$ cat config.mk
export PLATFORM = sky130hd
export DESIGN_NAME = digit_scan_ctrl
export DESIGN_NICKNAME = d
export VERILOG_FILES = /design/src/rtl/digit_scan_ctrl.sv
export SDC_FILE = /design/constraint.sdc
export NUM_CORES = 1
export LEC_CHECK = 0
export BUFFER_PORTS_ARGS = -buffer_cell sky130_fd_sc_hd__buf_2
export CAP_MARGIN = 20
export CORE_MARGIN = 5
export CORE_UTILIZATION = 60
export CTS_CLUSTER_SIZE = 30
export DETAILED_ROUTE_END_ITERATION = 10
export MAX_ROUTING_LAYER = met4
export PLACE_DENSITY = 0.8
export SETUP_SLACK_MARGIN = 0.2
export SYNTH_ARGS = -nofsm -noshare
export SYNTH_HDL_FRONTEND = slang
export SYNTH_SLANG_ARGS = --single-unit
$ cat constraint.sdc
create_clock -name clk -period 4.64 [get_ports clk]
set_input_delay 0.928 -clock clk [delete_from_list [all_inputs] [get_ports clk]]
set_output_delay 0.928 -clock clk [all_outputs]
set_load 0.05 [all_outputs]
$ cat src/rtl/digit_scan_ctrl.sv
// Multiplexed display scanner: cycles a digit index through NDIG positions, holding
// each visible for DIV cycles with GAP blanking cycles between digits.
module digit_scan_ctrl #(
    parameter int unsigned DIV  = 1000,
    parameter int unsigned GAP  = 4,
    parameter int unsigned NDIG = 8
) (
    input  logic       clk,
    input  logic       rst_n,
    input  logic       en,
    input  logic       wr_en,
    input  logic [2:0] wr_addr,
    input  logic [3:0] wr_data,
    output logic       A2,
    output logic       A1,
    output logic       A0,
    output logic [3:0] digit,
    output logic       blank,
    output logic       frame_done
);

    typedef enum logic [1:0] {
        IDLE   = 2'd0,
        ACTIVE = 2'd1,
        GAPS   = 2'd2
    } state_t;

    localparam logic [15:0] DIV_LAST = 16'(DIV - 1);
    localparam logic [15:0] GAP_LAST = (GAP == 0) ? 16'd0 : 16'(GAP - 1);
    localparam logic [2:0]  IDX_LAST = 3'(NDIG - 1);
    localparam bit          HAS_GAP  = (GAP != 0);

    state_t      state_reg, state_next;
    logic [2:0]  idx_reg, idx_next;
    logic [15:0] cnt_reg, cnt_next;
    logic        frame_done_reg, frame_done_next;

    logic [2:0]  idx_adv;
    logic        idx_wrap;
    logic [31:0] regfile_flat;

    // Digit register file: one nibble cell per index, all eight always writable.
    genvar gi;
    generate
        for (gi = 0; gi < 8; gi++) begin : g_cell
            logic [3:0] cell_reg;

            always_ff @(posedge clk) begin
                if (!rst_n) begin
                    cell_reg <= 4'd0;
                end else if (wr_en && (wr_addr == 3'(gi))) begin
                    cell_reg <= wr_data;
                end
            end

            assign regfile_flat[gi*4 +: 4] = cell_reg;
        end
    endgenerate

    assign idx_wrap = (idx_reg == IDX_LAST);
    assign idx_adv  = idx_wrap ? 3'd0 : 3'(idx_reg + 3'd1);

    always_comb begin
        state_next      = state_reg;
        idx_next        = idx_reg;
        cnt_next        = cnt_reg;
        frame_done_next = 1'b0;

        case (state_reg)
            IDLE: begin
                idx_next = 3'd0;
                cnt_next = 16'd0;
                state_next = ACTIVE;
            end
            ACTIVE: begin
                if (cnt_reg == DIV_LAST) begin
                    cnt_next = 16'd0;
                    if (HAS_GAP) begin
                        state_next = GAPS;
                    end else begin
                        idx_next        = idx_adv;
                        frame_done_next = idx_wrap;
                    end
                end else begin
                    cnt_next = cnt_reg + 16'd1;
                end
            end
            GAPS: begin
                if (cnt_reg == GAP_LAST) begin
                    cnt_next        = 16'd0;
                    idx_next        = idx_adv;
                    frame_done_next = idx_wrap;
                    state_next      = ACTIVE;
                end else begin
                    cnt_next = cnt_reg + 16'd1;
                end
            end
            default: begin
                state_next = IDLE;
                idx_next   = 3'd0;
                cnt_next   = 16'd0;
            end
        endcase

        // Disable overrides everything, including a wrap that would have pulsed.
        if (!en) begin
            state_next      = IDLE;
            idx_next        = 3'd0;
            cnt_next        = 16'd0;
            frame_done_next = 1'b0;
        end
    end

    always_ff @(posedge clk) begin
        if (!rst_n) begin
            state_reg      <= IDLE;
            idx_reg        <= 3'd0;
            cnt_reg        <= 16'd0;
            frame_done_reg <= 1'b0;
        end else begin
            state_reg      <= state_next;
            idx_reg        <= idx_next;
            cnt_reg        <= cnt_next;
            frame_done_reg <= frame_done_next;
        end
    end

    assign {A2, A1, A0} = idx_reg;
    assign digit        = regfile_flat[{idx_reg, 2'b00} +: 4];
    assign blank        = (state_reg != ACTIVE);
    assign frame_done   = frame_done_reg;

endmodule

==> impl_results.md, run 1 <==
* Status: completed
* GR Util All Layers at 18.1%
* Post-route setup slack at 1.61 ns
* First-pass GRT wire length at 8540 um
* Min cycle time layout at 3.03 ns
* Post-Route WL at 4790 um
* Syn Inst Count at 252
* Worst path top cell family by delay: multiplexers
* Total power draw at 0.000795 W
* Crit Path Class: flip-flop to primary output
* Cell area after synthesis at 2630 um2
* Clk_lat worst skew at 0.30 ns
* Clk buf depth at 2
* Initial DRC count at 122
* IO Pins at 20
* Num rows at 24
* #FFs+latches synth at 54
* Residual DRC at 0
* Critical Path RT at 3.71 ns
* Fillers at 359
* R2R depth at 5
* Fin nets at 282
* R2R Path Start: cnt_reg[0]
* # H-tree levels at 2
* RSZ-0062 raised after global routing: false
* Net Count, Synth at 270
* Share of cells above drive strength 1 at 19.2%
* Die H at 76.3 um
* Hold EP: cnt_reg[0]
* Worst-path clk slew at 0.10 ns
* Setup Fix Bufs, Post-CTS at 0
* CTS sink count at 54
* Buffers added on ports at 19
* CP endpoint kind: primary output
* Grt total ovfl at 0
* Root buffer cell: clkbuf_8
* Area delta synth->final at 7.41%
* Post-CTS sizing at 0
* Number of flip-flops in the largest register at 32
* Critical path cell sequence: mux4_2 -> mux2_2 -> buf_2
* Diodes inserted at 0
* Largest net degree at the start of global routing at 35
* Highest-delay cell along the critical path: dfxtp_1
* WL per Instance at 15.1 um
* Async SR Flop Fraction at 0%
* Setup Viol. Count Final at 0
* Max_slew headroom at 38.6%
* Worst vdd ir at 0.225 mV
* Final TNS setup at 0 ns
* Pwr dens at 281 nW/um2
* Hold_buf cts at 0
* Endpoints failing hold at 0
* Antenna viol nets, final at 0
* Starting Density at 61.3%
* Area of the multi-input gates at 1470 um2
* Vias per cell at 5.83
* Crit Reg-Reg Endpoint: cnt_reg[7]
* Inst Count DP at 309
* Post-layout utilization of the core at 65.9%
* Vias at 1,847
* Die ar. at 5810 um2
* Slew @ Worst Pin at 0.919 ns
* R2r setup slk at 2.63 ns
* Distinct cell type count after synthesis at 37
* Sequential fraction of the synthesis area at 41.0%
* Tcrit/Tclk final at 65.3%
* Core area at 4290 um2
* Antenna violations before repair at 0
* Clock skew at 0.00345 ns
* Hold Path Depth at 1
* Critical Path Fanout Max at 12
* Lkg Pwr at 1.04 nW
* Highest Clock Rate at 330 MHz
* HPWL after DPL at 3450 um
* Dpl ws at 1.93 ns
* Crit-path max cell delay at 0.73 ns
* Final max-slew violation count at 0
* Post-synth EDFFs at 0
* Top FF cell, synth: dfxtp_1
* Vias in the first global route at 1,806
* Drt pass-1 iters at 4
* RD Place Congestion at 0.825
* Layout Cells excl Fill at 317
* Number of buffers created by CTS at 5
* Reg area at 1080 um2
* Worst Hold Class: flip-flop to flip-flop
* Crit path buf inv count at 1
* Ys Warns at 0
* Critical path launch point type: flip-flop
* CP arrival at 2.10 ns
* CTS tree: yes
* Max-cap violations at 0
* Synth Area per Inst at 10.5 um2
* Hold path startpoint: cnt_reg[0]
* Die width at 76.3 um
==> layout make-up <==
class	instances	share of cell area [%]
multi-input cells	177	51.8
well taps	52	2.30
clock buffers	5	2.43
repair buffers	19	3.36
flip-flops and latches	54	38.2
inverters	7	0.929
clock inverters	3	0.929
==> how the worst max path moves through the flow <==
stage	startpoint	to	slack [ns]	depth (start not counted)
final	idx_reg[0]	digit[1]	1.61	3
after global routing	idx_reg[0]	digit[0]	1.50	3
after CTS	idx_reg[0]	digit[0]	1.60	3
after detailed placement	idx_reg[0]	digit[0]	1.93	3
after global placement	idx_reg[0]	digit[0]	2.00	3
after floorplan	idx_reg[0]	digit[3]	1.68	3
==> cell families after synthesis <==
logic type,after synthesis,share of synthesized area (%)
DFF,54,41.0
AOI/OAI and AO/OA,15,5.89
muxes,44,20.7
buffers and inverters,21,3.28
and+or+nand+nor,100,22.1
xor gates and xnor gates,11,3.66
adders and majority gates,7,3.33
==> metrics by stage <==
stage / cell area (um2) / hold WS [ns]
2_1_floorplan: 2630 / 0.418
3_3_place_gp: 2730 / 0.429
3_5_place_dp: 2730 / 0.442
4_1_cts: 2830 / 0.464
5_1_grt: 2830 / 0.476
6_report: 2830 / 0.458
==> power by group <==
part / switching [W] / internal, W
combinational: 0.0000312 / 0.0000236
sequential: 0.00000356 / 0.000470
clock: 0.000158 / 0.000109
total: 0.000192 / 0.000603
==> cells in the final DEF (no fill, tap or decap), types with 4 or more instances in the layout <==
cell type / n
a21oi_1: 4
nor4_1: 5
clkbuf_8: 5
buf_2: 19
xnor2_1: 6
or3_1: 4
nand4_1: 5
mux2i_1: 32
nor2b_1: 32
nand3_1: 5
inv_1: 7
nor3_1: 4
nor2_1: 15
mux2_2: 4
nand2_1: 13
ha_1: 7
mux4_2: 8
xor2_1: 5
dfxtp_1: 54
==> per-layer routing <==
layer | up-vias | routed length [um] | track usage, %
li1 | 922 | - | -
met1 | 884 | 2380 | 24.6
met2 | 34 | 2160 | 26.7
met3 | 7 | 185 | 4.14
met4 | 0 | 68 | 5.59
met5 | - | 0 | -
==> cells in the mapped netlist (4+ instances only) <==
| library cell | number | area (um2) |
|---|---|---|
| a21oi_1 | 4 | 20.0 |
| clkbuf_1 | 13 | 48.8 |
| dfxtp_1 | 54 | 1080 |
| ha_1 | 7 | 87.6 |
| inv_1 | 7 | 26.3 |
| mux2_2 | 4 | 45.0 |
| mux2i_1 | 32 | 320 |
| mux4_2 | 8 | 180 |
| nand2_1 | 13 | 48.8 |
| nand3_1 | 5 | 25.0 |
| nand4_1 | 5 | 31.3 |
| nor2_1 | 15 | 56.3 |
| nor2b_1 | 32 | 200 |
| nor3_1 | 4 | 20.0 |
| nor4_1 | 5 | 31.3 |
| or3_1 | 4 | 25.0 |
| xnor2_1 | 6 | 52.6 |
| xor2_1 | 5 | 43.8 |
Power figures use the tool's default switching activity.
==> run 2: changes to the inputs <==
--- a/config.mk
+++ b/config.mk
@@ -8,11 +8,11 @@
 export BUFFER_PORTS_ARGS = -buffer_cell sky130_fd_sc_hd__buf_2
 export CAP_MARGIN = 20
 export CORE_MARGIN = 5
-export CORE_UTILIZATION = 60
+export CORE_UTILIZATION = 53
 export CTS_CLUSTER_SIZE = 30
 export DETAILED_ROUTE_END_ITERATION = 10
 export MAX_ROUTING_LAYER = met4
-export PLACE_DENSITY = 0.8
+export PLACE_DENSITY = 0.74
 export SETUP_SLACK_MARGIN = 0.2
 export SYNTH_ARGS = -nofsm -noshare
 export SYNTH_HDL_FRONTEND = slang
==> constraint.sdc (replaced) <==
create_clock -name clk -period 2.66 [get_ports clk]
set_input_delay 0.532 -clock clk [delete_from_list [all_inputs] [get_ports clk]]
set_output_delay 0.532 -clock clk [all_outputs]
set_load 0.05 [all_outputs]
==> run 2 against run 1 <==
  * Critical endpoint is now digit[2]
  * Total power increased by 100%
  * Combinational power is 79% higher
  * Non-clock buffer count up 5
  * Clock skew is 0.0053 ns higher
==> impl_results.md, run 2 (synthesis results as in run 1) <==
* CP arrival at 1.80 ns (was 2.10 ns)
* CTS tree: yes (unchanged)
* Highest-delay cell along the critical path: mux4_2 (was dfxtp_1)
* Vias at 1,783 (was 1,847)
* Clock skew at 0.00878 ns (was 0.00345 ns)
* Clk buf depth at 2 (unchanged)
* Crit path buf inv count at 1 (unchanged)
* Final TNS setup at 0 ns (unchanged)
* Initial DRC count at 81 (was 122)
* CP endpoint kind: primary output (unchanged)
* Crit-path max cell delay at 0.53 ns (was 0.73 ns)
* Critical path cell sequence: mux4_2 -> mux2_2 -> buf_2 (unchanged)
* Slew @ Worst Pin at 0.428 ns (was 0.919 ns)
* Setup Fix Bufs, Post-CTS at 0 (unchanged)
* # H-tree levels at 2 (unchanged)
* Crit Path Class: flip-flop to primary output (unchanged)
* RSZ-0062 raised after global routing: false (unchanged)
* CP Depth at 3 (unchanged)
* Vias in the first global route at 1,747 (was 1,806)
* Hold Path Depth at 1 (unchanged)
* Die ar. at 6480 um2 (was 5810 um2)
* Worst vdd ir at 0.385 mV (was 0.225 mV)
* Max-cap violations at 0 (unchanged)
* Largest net degree at the start of global routing at 32 (was 35)
* Setup Viol. Count Final at 0 (unchanged)
* Pwr dens at 540 nW/um2 (was 281 nW/um2)
* Min cycle time layout at 2.33 ns
* Die H at 80.5 um (was 76.3 um)
* Number of buffers created by CTS at 5 (unchanged)
* Die width at 80.5 um (was 76.3 um)
* Post-DP Area at 2790 um2 (was 2730 um2)
* R2R depth at 5 (unchanged)
* Num rows at 25 (was 24)
* GR Util All Layers at 17.0% (was 18.1%)
* Fin nets at 287 (was 282)
* CTS sink count at 54 (unchanged)
* Commonest non-fill, non-tap cell in the layout: dfxtp_1 (unchanged)
* Endpoints failing hold at 0 (unchanged)
* Vias per cell at 5.29 (was 5.83)
* Core area at 4790 um2 (was 4290 um2)
* Worst-path clk slew at 0.10 ns (about the same)
* Grt total ovfl at 0 (unchanged)
* WL per Instance at 14.6 um (was 15.1 um)
* HPWL after DPL at 3490 um (was 3450 um)
* Residual DRC at 0 (unchanged)
* Number of flip-flops in the largest register at 32 (unchanged)
* IO Pins at 20 (unchanged)
* Clk_lat worst skew at 0.30 ns (about the same)
* Final max-slew violation count at 0 (unchanged)
* Fillers at 424 (was 359)
* Root buffer cell: clkbuf_8 (unchanged)
* First-pass GRT wire length at 8320 um (was 8540 um)
* Share of cells above drive strength 1 at 21.5% (was 19.2%)
* Inst Count DP at 329 (was 309)
* Antenna viol nets, final at 0 (unchanged)
* Diodes inserted at 0 (unchanged)
* Highest Clock Rate at 428 MHz
* Post-Route WL at 4920 um (was 4790 um)
* Critical Path Fanout Max at 11 (was 12)
* Worst Hold Class: flip-flop to flip-flop (unchanged)
* Buffers added on ports at 19 (unchanged)
* Final instance area at 2940 um2 (was 2830 um2)
* Max_slew headroom at 71.4% (was 38.6%)
* R2r setup slk at 0.67 ns (was 2.63 ns)
* Lkg Pwr at 1.09 nW (was 1.04 nW)
* Antenna violations before repair at 0 (unchanged)
* Worst path top cell family by delay: multiplexers (unchanged)
* Most frequent cells in the layout: dfxtp_1 (52), mux2i_1 (32), nor2b_1 (32), buf_2 (19), nor2_1 (15) (was dfxtp_1 (54), mux2i_1 (32), nor2b_1 (32), buf_2 (19), nor2_1 (15))
* Starting Density at 55.0% (was 61.3%)
* Layout Cells excl Fill at 337 (was 317)
* Critical path launch point type: flip-flop (unchanged)
* Drt pass-1 iters at 4 (unchanged)
* Critical Path RT at 2.13 ns (was 3.71 ns)
* Status: completed (unchanged)
* Tcrit/Tclk final at 87.8%
* Post-layout utilization of the core at 61.4% (was 65.9%)
* Area delta synth->final at 11.6% (was 7.41%)
* RD Place Congestion at 0.776 (was 0.825)
run 2: final cells by class:
type	count	area (um2)	area share, %
clock buffers	6	82.6	2.81
clock inverters	2	60.1	2.04
inverters	7	26.3	0.894
multi-input cells	177	1470	49.9
flip-flops and latches	54	1090	37.0
well taps	67	83.8	2.85
repair buffers	24	133	4.51
run 2: timing repair:
action | 4_1_cts | 5_1_grt
setup endpoints to repair | 4 | 4
resized for setup | 2 | 2
hold buffers | 0 | 0
hold endpoints to repair | 0 | 0
pin swaps | 0 | 0
run 2: power by group:
part	switching [W]	total, W	internal [W]
clock network	0.000264	0.000665	0.000401
logic	0.0000543	0.0000979	0.0000436
registers	0.00000620	0.000824	0.000817
run 2: final timing paths:
check / startpoint / to
min reg2reg: cnt_reg[0] / cnt_reg[0]
max reg2reg: cnt_reg[0] / cnt_reg[4]
min: cnt_reg[0] / cnt_reg[0]
max: idx_reg[1] / digit[2]
run 2: routing by layer:
metal  track usage, %  vias up  share of wire (%)
li1                 -      927                  -
met1             22.3      827                 52
met2             26.6       24                 43
met3             3.14        5                3.6
met4             5.57        0                1.0
met5                -        -                  0
run 2: metrics by stage:
step           total power, W  hold slack [ns]  setup WS [ns]
5_1_grt               0.00164            0.485          0.290
2_1_floorplan        0.000918            0.418          0.248
4_1_cts               0.00161            0.461          0.205
3_3_place_gp         0.000941            0.430          0.389
6_report              0.00159            0.455          0.326
3_5_place_dp         0.000943            0.442          0.325
==> run 3: changes to the inputs <==
--- a/config.mk
+++ b/config.mk
@@ -5,7 +5,7 @@
 export SDC_FILE = /design/constraint.sdc
 export NUM_CORES = 1
 export LEC_CHECK = 0
-export BUFFER_PORTS_ARGS = -buffer_cell sky130_fd_sc_hd__buf_2
+export BUFFER_PORTS_ARGS = -buffer_cell sky130_fd_sc_hd__buf_4
 export CAP_MARGIN = 20
 export CORE_MARGIN = 5
 export CORE_UTILIZATION = 53
==> run 3 against run 2 <==
  * Combinational power grew 5%
  * Clock power fell by 20%
  * Highest routed layer unchanged
  * Largest cell class unchanged
  * Critical path type unchanged
  * Final cell count down 0.30%
==> impl_results.md, run 3 (synthesis results as in run 1) <==
* Status: completed (unchanged)
* Max_slew headroom at 71.1% (was 71.4%)
* Pwr dens at 495 nW/um2 (was 540 nW/um2)
* WL per Instance at 14.6 um (about the same)
* First-pass GRT wire length at 8410 um (was 8320 um)
* Min cycle time layout at 2.35 ns (was 2.33 ns)
* Critical Path Fanout Max at 11 (unchanged)
* Clock skew at 0.00509 ns (was 0.00878 ns)
* Post-Route WL at 4910 um (was 4920 um)
* Worst-path clk slew at 0.09 ns (was 0.10 ns)
* Antenna violations before repair at 0 (unchanged)
* Initial DRC count at 61 (was 81)
* Max-cap violations at 0 (unchanged)
* Highest Clock Rate at 425 MHz (was 428 MHz)
* Vias per cell at 5.43 (was 5.29)
* Total power draw at 0.00146 W (was 0.00159 W)
* Core area at 4790 um2 (unchanged)
* Final TNS setup at 0 ns (unchanged)
* Vias in the first global route at 1,763 (was 1,747)
* R2r setup slk at 0.64 ns (was 0.67 ns)
* Die ar. at 6480 um2 (unchanged)
* Die width at 80.5 um (unchanged)
* Grt total ovfl at 0 (unchanged)
* GR Util All Layers at 17.2% (was 17.0%)
* Area delta synth->final at 11.8% (was 11.6%)
* Fillers at 422 (was 424)
* Crit Path Class: flip-flop to primary output (unchanged)
* Clk_lat worst skew at 0.30 ns (about the same)
* RSZ-0062 raised after global routing: false (unchanged)
* Slew @ Worst Pin at 0.433 ns (was 0.428 ns)
* Worst hold slack at 0.451 ns (was 0.455 ns)
* Starting Density at 55.0% (unchanged)
* Vias at 1,826 (was 1,783)
* Root buffer cell: clkbuf_8 (unchanged)
* Number of buffers created by CTS at 5 (unchanged)
* CP endpoint kind: primary output (unchanged)
* Largest net degree at the start of global routing at 35 (was 32)
* RD Place Congestion at 0.818 (was 0.776)
* Antenna viol nets, final at 0 (unchanged)
* Tcrit/Tclk final at 88.5% (was 87.8%)
* CTS tree: yes (unchanged)
* CP arrival at 1.82 ns (was 1.80 ns)
* Buffers added on ports at 19 (unchanged)
* Worst Hold Class: flip-flop to flip-flop (unchanged)
* Most frequent cells in the layout: dfxtp_1 (52), mux2i_1 (32), nor2b_1 (32), buf_4 (23), nor2_1 (15) (was dfxtp_1 (52), mux2i_1 (32), nor2b_1 (32), buf_2 (19), nor2_1 (15))
* # H-tree levels at 2 (unchanged)
* Setup Viol. Count Final at 0 (unchanged)
* Drt pass-1 iters at 4 (unchanged)
* Commonest non-fill, non-tap cell in the layout: dfxtp_1 (unchanged)
* Worst vdd ir at 0.352 mV (was 0.385 mV)
* Final max-slew violation count at 0 (unchanged)
* Lkg Pwr at 1.08 nW (was 1.09 nW)
* Critical path launch point type: flip-flop (unchanged)
* Met3 Track Usage GR at 3.25% (was 3.14%)
* Critical Path RT at 2.13 ns (about the same)
* Residual DRC at 0 (unchanged)
* HPWL after DPL at 3470 um (was 3490 um)
* Number of flip-flops in the largest register at 32 (unchanged)
* IO Pins at 20 (unchanged)
* GR peak layer: met2 (unchanged)
* Met2 usage at 26.9% (was 26.6%)
* Num rows at 25 (unchanged)
* Grt met1 use at 22.6% (was 22.3%)
* Share of cells above drive strength 1 at 21.2% (was 21.5%)
* Die H at 80.5 um (unchanged)
* Fin nets at 286 (was 287)
* Endpoints failing hold at 0 (unchanged)
* Diodes inserted at 0 (unchanged)
* Clk buf depth at 2 (unchanged)
* CTS sink count at 54 (unchanged)
run 3: worst max-delay path, stage by stage, from the launching register on:
cell     delay (ns)
dfxtp_2        0.53
mux4_2         0.53
mux2_2         0.28
buf_4          0.19
run 3: repair_timing:
| item | 4_1_cts | 5_1_grt |
|---|---|---|
| buffers inserted | 0 | 0 |
| hold buffers | 0 | 0 |
| endpoints found under the setup margin | 4 | 3 |
| resized for setup | 2 | 1 |
| pin swaps | 0 | 0 |
run 3: final cells by class:
type / instances / area, um2 / share of cell area, %
Inverter: 7 / 26.3 / 0.892
Clock inverter: 3 / 40.0 / 1.36
Tap cell: 67 / 83.8 / 2.85
Sequential cell: 54 / 1090 / 36.9
Timing Repair Buffer: 23 / 173 / 5.86
Clock buffer: 5 / 68.8 / 2.34
Multi-Input combinational cell: 177 / 1470 / 49.8
run 3: worst paths after layout:
kind	startpoint	to	depth (start not counted)
max	idx_reg[1]	digit[0]	3
min	cnt_reg[0]	cnt_reg[0]	1
max reg2reg	cnt_reg[0]	cnt_reg[6]	5
min reg2reg	cnt_reg[0]	cnt_reg[0]	1
run 3: per-stage QoR:
stage,setup WS (ns),cells,instance area [um2],util (%)
2_1_floorplan,0.248,252,2640,-
3_3_place_gp,0.404,328,2830,59.1
3_5_place_dp,0.371,328,2830,59.1
4_1_cts,0.255,336,2940,61.5
5_1_grt,0.222,336,2940,61.5
6_report,0.306,336,2940,61.5
run 3: routing by layer:
layer  up-vias  part of all wire, %
li1        922                    -
met1       872                   50
met2        30                   45
met3         2                  4.1
met4         0                 0.57
met5         -                    0
run 3: power by group:
| part | internal (W) | total, W | switching (W) | leakage [nW] |
|---|---|---|---|---|
| Clock | 0.000277 | 0.000530 | 0.000253 | 0.0579 |
| Combinational | 0.0000486 | 0.000103 | 0.0000546 | 0.582 |
| Sequential | 0.000818 | 0.000824 | 0.00000596 | 0.438 |
| Total | 0.00114 | 0.00146 | 0.000313 | 1.08 |
